File: src/rtl/serial_add_ctrl.sv
// Bit-serial adder controller: one full-add slice iterated LSB first over a WIDTH-bit
// operand pair, with start/ready request handshake and valid/ready result handshake.
module serial_add_ctrl #(
  parameter int unsigned WIDTH = 8
) (
  input  logic             clk_in,
  input  logic             rst_n_in,
  input  logic             start_in,
  input  logic [WIDTH-1:0] a_in,
  input  logic [WIDTH-1:0] b_in,
  input  logic             c_in,
  output logic             ready_o,
  output logic             busy_o,
  output logic [WIDTH-1:0] sum_o,
  output logic             carry_o,
  output logic             valid_o,
  input  logic             out_ready_in
);

  localparam int unsigned CNT_W = (WIDTH > 1) ? $clog2(WIDTH) : 1;

  typedef enum logic [1:0] {StIdle, StRun, StDone} state_e;

  state_e           state_q;
  logic [WIDTH-1:0] a_q, b_q, res_q, res_d;
  logic             carry_q;
  logic [CNT_W-1:0] cnt_q;

  logic ha1_s, ha1_c, ha2_c, bit_s, bit_c, last_bit;

  // One full-add slice on the current LSBs: two half adders plus OR.
  always_comb begin
    ha1_s    = a_q[0] ^ b_q[0];
    ha1_c    = a_q[0] & b_q[0];
    bit_s    = ha1_s ^ carry_q;
    ha2_c    = ha1_s & carry_q;
    bit_c    = ha1_c | ha2_c;
    last_bit = (cnt_q == CNT_W'(WIDTH - 1));
  end

  // New sum bit enters at the MSB; after WIDTH shifts bit 0 has reached position 0.
  if (WIDTH == 1) begin : g_res_w1
    assign res_d = bit_s;
  end else begin : g_res_wn
    assign res_d = {bit_s, res_q[WIDTH-1:1]};
  end

  // Control FSM with all handshake and result outputs registered.
  always_ff @(posedge clk_in or negedge rst_n_in) begin
    if (!rst_n_in) begin
      state_q <= StIdle;
      a_q     <= '0;
      b_q     <= '0;
      res_q   <= '0;
      carry_q <= 1'b0;
      cnt_q   <= '0;
      ready_o <= 1'b1;
      busy_o  <= 1'b0;
      valid_o <= 1'b0;
      sum_o   <= '0;
      carry_o <= 1'b0;
    end else begin
      unique case (state_q)
        StIdle: begin
          if (start_in) begin
            a_q     <= a_in;
            b_q     <= b_in;
            carry_q <= c_in;
            cnt_q   <= '0;
            state_q <= StRun;
            ready_o <= 1'b0;
            busy_o  <= 1'b1;
          end
        end
        StRun: begin
          a_q     <= a_q >> 1;
          b_q     <= b_q >> 1;
          carry_q <= bit_c;
          res_q   <= res_d;
          if (last_bit) begin
            sum_o   <= res_d;
            carry_o <= bit_c;
            cnt_q   <= '0;
            state_q <= StDone;
            busy_o  <= 1'b0;
            valid_o <= 1'b1;
          end else begin
            cnt_q <= cnt_q + CNT_W'(1);
          end
        end
        StDone: begin
          // Result held under back-pressure; start_in is not looked at here.
          if (out_ready_in) begin
            state_q <= StIdle;
            valid_o <= 1'b0;
            ready_o <= 1'b1;
          end
        end
        default: begin
          state_q <= StIdle;
          ready_o <= 1'b1;
          busy_o  <= 1'b0;
          valid_o <= 1'b0;
        end
      endcase
    end
  end

endmodule

File: config.mk
export PLATFORM = sky130hd
export DESIGN_NAME = serial_add_ctrl
export DESIGN_NICKNAME = d
export VERILOG_FILES = /design/src/rtl/serial_add_ctrl.sv
export SDC_FILE = /design/constraint.sdc
export NUM_CORES = 1
export LEC_CHECK = 0
export CELL_PAD_IN_SITES_DETAIL_PLACEMENT = 1
export CELL_PAD_IN_SITES_GLOBAL_PLACEMENT = 1
export CORE_MARGIN = 4
export CORE_UTILIZATION = 30
export DETAILED_ROUTE_END_ITERATION = 10
export PLACE_DENSITY = 0.66
export SKIP_CTS_REPAIR_TIMING = 1
export SYNTH_ARGS = -nofsm -noshare
export SYNTH_HDL_FRONTEND = slang
export SYNTH_SLANG_ARGS = --single-unit
File: constraint.sdc
create_clock -name clk_in -period 1.6 [get_ports clk_in]
set_input_delay 0.32 -clock clk_in [delete_from_list [all_inputs] [get_ports clk_in]]
set_output_delay 0.32 -clock clk_in [all_outputs]
set_load 0.02 [all_outputs]
Yosys cells after proc, flatten, opt, wreduce, memory -nomap -nowiden:

Cells that the tools add are included.

* flip-flop bits (word level): 42
* input bits: 21
* output and inout port bits: 12

* add/sub/neg operators: 1
* eq/ne operators: 6
* mux-type cells: 22
* bitwise gates (word level): 8
* reductions and logical operators: 8

Operator list (number)
* $pmux 8 s2: 2
* $mux 8: 2
* $reduce_and 3->1: 4
* $pmux 1 s3: 3
* $mux 1: 7
* $mux 2: 3
* $mux 3: 2
* $ne 2x2->1 const B: 3
* $pmux 2 s3: 1
* $pmux 3 s2: 1
* $reduce_and 2->1: 2
* $add 3x1->3 const B: 1
* $eq 3x3->1 const B: 1
* $not 1->1: 3
* $and 1x1->1: 2
* $eq 2x1->1 const B: 1
* $eq 2x2->1 const B: 1
* $logic_not 2->1: 1
* $pmux 1 s2: 1
* $reduce_bool 2->1: 1
* $xor 1x1->1: 2
* $or 1x1->1: 1

Logic depth before layout (Yosys ltp):

* depth after elaboration: 4
* mapped depth: 5

Least setup slack after synthesis:

OpenSTA, ideal clock, no wires.

* path kind: flip-flop to flip-flop
* start: reg cnt_q[0]
* end: reg carry_o
* setup time: 125 ps
* data arrival time: 1272 ps
* required time: 1475 ps
* slack: 203 ps
* stages on the path, launching flop included: 5
* clock period less this slack: 1397 ps
* path through: dfrtp_1 > ha_1 > ha_1 > nand2_8 > mux2_4

* cells in the longest elaborated chain, start to end: 2

RTL lines
* from (decl): line 27 `logic [CNT_W-1:0] cnt_q;`
* from (signal assigned): line 88 `cnt_q <= cnt_q + CNT_W'(1);`
* $eq 3x3->1: line 38 `last_bit = (cnt_q == CNT_W'(WIDTH - 1));`
* $reduce_and 2->1 (no source line)
* to (signal assigned): line 82 `carry_o <= bit_c;`
* to (decl): line 15 `output logic carry_o,`

No other way between the ends.
A chain may end at the register's enable or synchronous reset.

Worst setup path in the final report:

* start: reg cnt_q[0]
* end: reg sum_o[3]

* cells in the longest elaborated chain, start to end: 2

RTL lines
* $eq 3x3->1: line 38
* $reduce_and 2->1 (no source line)
* to (signal assigned): line 81 `sum_o <= res_d;`
* to (decl): line 14 `output logic [WIDTH-1:0] sum_o,`

No other way between the ends.

==> results.txt <==
The post-detailed-routing wire length is between 4 and 5 mm. For the finished layout, the period the worst path requires is roughly 1.5 ns. The count of endpoints failing hold in the final timing report is 0.

In this run the static leakage power is approximately 1.2 nW. The average wire per cell in the routed design came out at between 15 and 20 µm. The multi-input combinational cells in the finished layout cover a total of around 750 µm². Of the total synthesized cell area, the portion taken by XOR and XNOR cells is 0%. The share of synthesized cell area in full adder, half adder and majority cells came out at 2.43%. The count of warnings emitted by yosys came out at 0. The DRC violations left is 0. The worst-margin pin slew came out at 0.438 ns. The post-synthesis area per instance is about 11 µm².

The worst clock skew on the final layout is approximately 0.0075 ns. The sequential fraction of the synthesis area came out at 55.4%. The run finished with clean final reports.

The length of the first detailed-routing pass in iterations came out at 4. The clock drives between 40 and 50 sinks. The overall die height is 86.6 µm. The average vias per placed instance came out at approximately 5. The area occupied by registers came out at 1030 µm². The synthesized netlist cell count is 172.

The synthesized design contains 41 register bits. The maximum operating frequency is 0.688 GHz. Of the cells placed in the final design, the portion with a size suffix greater than 1 is between 10% and 20%.

Entering global routing, the biggest net connects 24 pins. The congestion estimate from routability-driven global placement came to just over 0.7. For this design the ratio of total power to cell area is 1870 nW/µm².

STA classifies the critical path startpoint as a flip-flop. The TritonCTS clock tree is built. The count of fill cells added during filler insertion came out at 665.

Global routing finished with a remaining overflow of 0. The initial antenna violation count came out at 0. The number of nets in the layout came out at 235. The smallest setup slack after layout is roughly 0.15 ns.

The final worst hold slack came out at a little under 0.5 ns. In this run, distinct cell masters in the synthesized netlist total 27. Summing all non-filler instances in the final layout gives an area of between 2000 and 2500 µm².

In this run the worst hold path is classified as input pin to asynchronous set/reset pin. The sum of net half-perimeters after detailed placement came out at around 3.1 mm. The chip width is 86.6 µm. The max-slew violation total from the final report is 0.

The post-synthesis compound-gate area fraction came out at 12.3%. The number of enable-type register cells in the synthesized netlist came out at 0. The top-level I/O count is 33. The first-pass GRT wire length is between 7 and 8 mm.

From synthesis to final layout, the design area changed by 31.0%. Counting tap cells, the placed design contains a total of roughly 280 instances. Synthesis produced a netlist with a net count of 196. The antenna cell count came out at 0. The portion of synthesized area spent on multiplexers is about 7.3%.

The final standard cell count with taps included and fillers excluded is ~290. The post-synthesis simple-gate area fraction came out at 18.5%. The arrival time of data at the critical path endpoint is about 1.6 ns. The share of async-settable or async-resettable flops after synthesis came out at between 90% and 100%. The initial detailed-routing violation count came out at 45. For the worst setup path, the data required time is roughly 1.8 ns. The effective utilization at floorplan is a little under a third. Clock tree synthesis selected as its root buffer the cell sky130_fd_sc_hd__clkbuf_8.

The floorplan has 28 rows. The number of setup violations in the final report came out at 0. The largest fanout on the critical path is 10. The clock-pin slew on the worst setup and hold paths is approximately 0.080 ns. Detailed routing inserted a total of about 1,400 vias. The worst setup path is of the flip-flop to flip-flop kind. The TritonCTS buffer count came out at 5. STA classifies the critical path endpoint as a flip-flop. For this run, the total global-route usage over all layers was measured as between 10% and 20%. The maximum VDD drop came out at ~620 µV.

The core area came out at 5960 µm². The share of the cycle needed by the critical path after routing is between 90% and 100%. The worst-case setup slack after placement is 0.0320 ns. The H-tree depth came out at 2. The number of max-cap violations came out at 0.

Among all flip-flop cells after synthesis, the most frequent one is sky130_fd_sc_hd__dfrtp_1. The number of global-route vias before repair is between 1,500 and 2,000. The overall die area came out at approximately 7500 µm². The clock insertion delay at the later pin of the skew report came out at 0.29 ns. The number of buffers added on ports came out at 32. The final antenna-violating net count is 0.

In this run the cell area measured after placement is about 2300 µm². The maximum number of buffers from clock root to sink is 2. The dominant combinational cell family by area after synthesis is simple AND/OR/NAND/NOR gates. Setup repair after global routing left no endpoint under its margin. The post-synthesis instance area is 1860 µm².

The worst pin sits at a relative slew slack of 70.8%.
==> placed cells by master (no fill, tap or decap), types with 2 or more instances in the layout <==
cell | Yosys | final
sky130_fd_sc_hd__dfrtp_1 | 40 | 40
sky130_fd_sc_hd__nor3_1 | 28 | 28
sky130_fd_sc_hd__nand2_1 | 25 | 25
sky130_fd_sc_hd__clkdlybuf4s50_1 | 0 | 19
sky130_fd_sc_hd__o22ai_1 | 15 | 15
sky130_fd_sc_hd__nor2_1 | 12 | 12
sky130_fd_sc_hd__dlymetal6s2s_1 | 0 | 12
sky130_fd_sc_hd__mux2_4 | 9 | 9
sky130_fd_sc_hd__buf_4 | 2 | 9
sky130_fd_sc_hd__o32ai_1 | 6 | 6
sky130_fd_sc_hd__o21ai_0 | 6 | 6
sky130_fd_sc_hd__clkbuf_8 | 0 | 6
sky130_fd_sc_hd__nand2b_1 | 2 | 2
sky130_fd_sc_hd__a22o_1 | 2 | 2
sky130_fd_sc_hd__a21oi_1 | 2 | 2
sky130_fd_sc_hd__ha_1 | 2 | 2
sky130_fd_sc_hd__buf_12 | 0 | 2
==> worst max-delay path: stages, from the launching register on <==
cell and delay (ns):
sky130_fd_sc_hd__dfrtp_1 0.41, sky130_fd_sc_hd__ha_1 0.22, sky130_fd_sc_hd__ha_1 0.26, sky130_fd_sc_hd__nand2_8 0.15, sky130_fd_sc_hd__mux2_4 0.31
==> through the flow <==
| stage | total power, W | utilization (%) | setup TNS, ns |
|---|---|---|---|
| 3_5_place_dp | 0.00394 | 38.6 | 0 |
| 4_1_cts | 0.00465 | 40.1 | -0.193 |
| 5_1_grt | 0.00491 | 40.8 | 0 |
| 3_3_place_gp | 0.00382 | 38.6 | 0 |
| 6_report | 0.00454 | 40.8 | 0 |
| 2_1_floorplan | 0.00319 | - | 0 |
==> area by class of cell <==
class,instances,share of cell area (%)
inverter,1,0.154
clock buffer,6,3.40
tap,75,3.86
sequential,41,42.3
clock inverter,1,0.309
multi-input combinational,118,30.9
timing repair buffer,44,19.1
==> per-layer routing <==
| metal | global-route usage (%) | up-vias | wire [µm] |
|---|---|---|---|
| li1 | - | 688 | - |
| met1 | 16.5 | 727 | 2040 |
| met2 | 21.1 | 27 | 2100 |
| met3 | 2.85 | 7 | 169 |
| met4 | 4.25 | 0 | 60 |
| met5 | 0 | - | 0 |
==> final timing paths <==
kind	start	to	slack (ns)	depth (start not counted)
min in group clk_in	res_q[1]$_DFFE_PN0P_	res_q[1]$_DFFE_PN0P_	0.50	2
hold / removal	rst_n_in	sum_o[0]$_DFFE_PN0P_	0.50	2
setup / recovery	cnt_q[0]$_DFFE_PN0P_	sum_o[3]$_DFFE_PN0P_	0.15	4
max in group asynchronous	rst_n_in	ready_o$_DFFE_PN1P_	0.57	3
hold reg to reg	res_q[1]$_DFFE_PN0P_	res_q[1]$_DFFE_PN0P_	0.50	2
setup reg to reg	cnt_q[0]$_DFFE_PN0P_	sum_o[3]$_DFFE_PN0P_	0.15	4
==> cells by family after synthesis <==
logic type,after synthesis
fa+ha+maj,3
buf+inv,13
mux,9
flops,41
compound gates,34
simple gates,72
==> cell usage after synthesis, types with 4 or more instances <==
master                     count  area (µm²)
sky130_fd_sc_hd__dfrtp_1      40        1000
sky130_fd_sc_hd__nor3_1       28         140
sky130_fd_sc_hd__nand2_1      25        93.8
sky130_fd_sc_hd__o22ai_1      15        93.8
sky130_fd_sc_hd__nor2_1       12        45.0
sky130_fd_sc_hd__mux2_4        9         135
sky130_fd_sc_hd__o21ai_0       6        30.0
sky130_fd_sc_hd__o32ai_1       6        52.6
sky130_fd_sc_hd__buf_2         4        20.0
sky130_fd_sc_hd__clkbuf_1      4        15.0
==> flip-flops by register name, indices dropped and copies added, names as in the netlist <==
| register | cells |
|---|---|
| ready_o | 1 |
| b_q | 8 |
| a_q | 8 |
| cnt_q | 3 |
| carry_q | 1 |
| valid_o | 1 |
| busy_o | 1 |
| sum_o | 8 |
| state_q | 2 |
| res_q | 7 |
| carry_o | 1 |
==> report_power, final <==
part           leakage, nW  switching (W)  internal (W)
Clock               0.0433       0.000365      0.000341
Sequential           0.494       0.000353       0.00153
Combinational        0.649       0.000990      0.000965
Total                 1.19        0.00171       0.00283
Power figures use the tool's default switching activity.
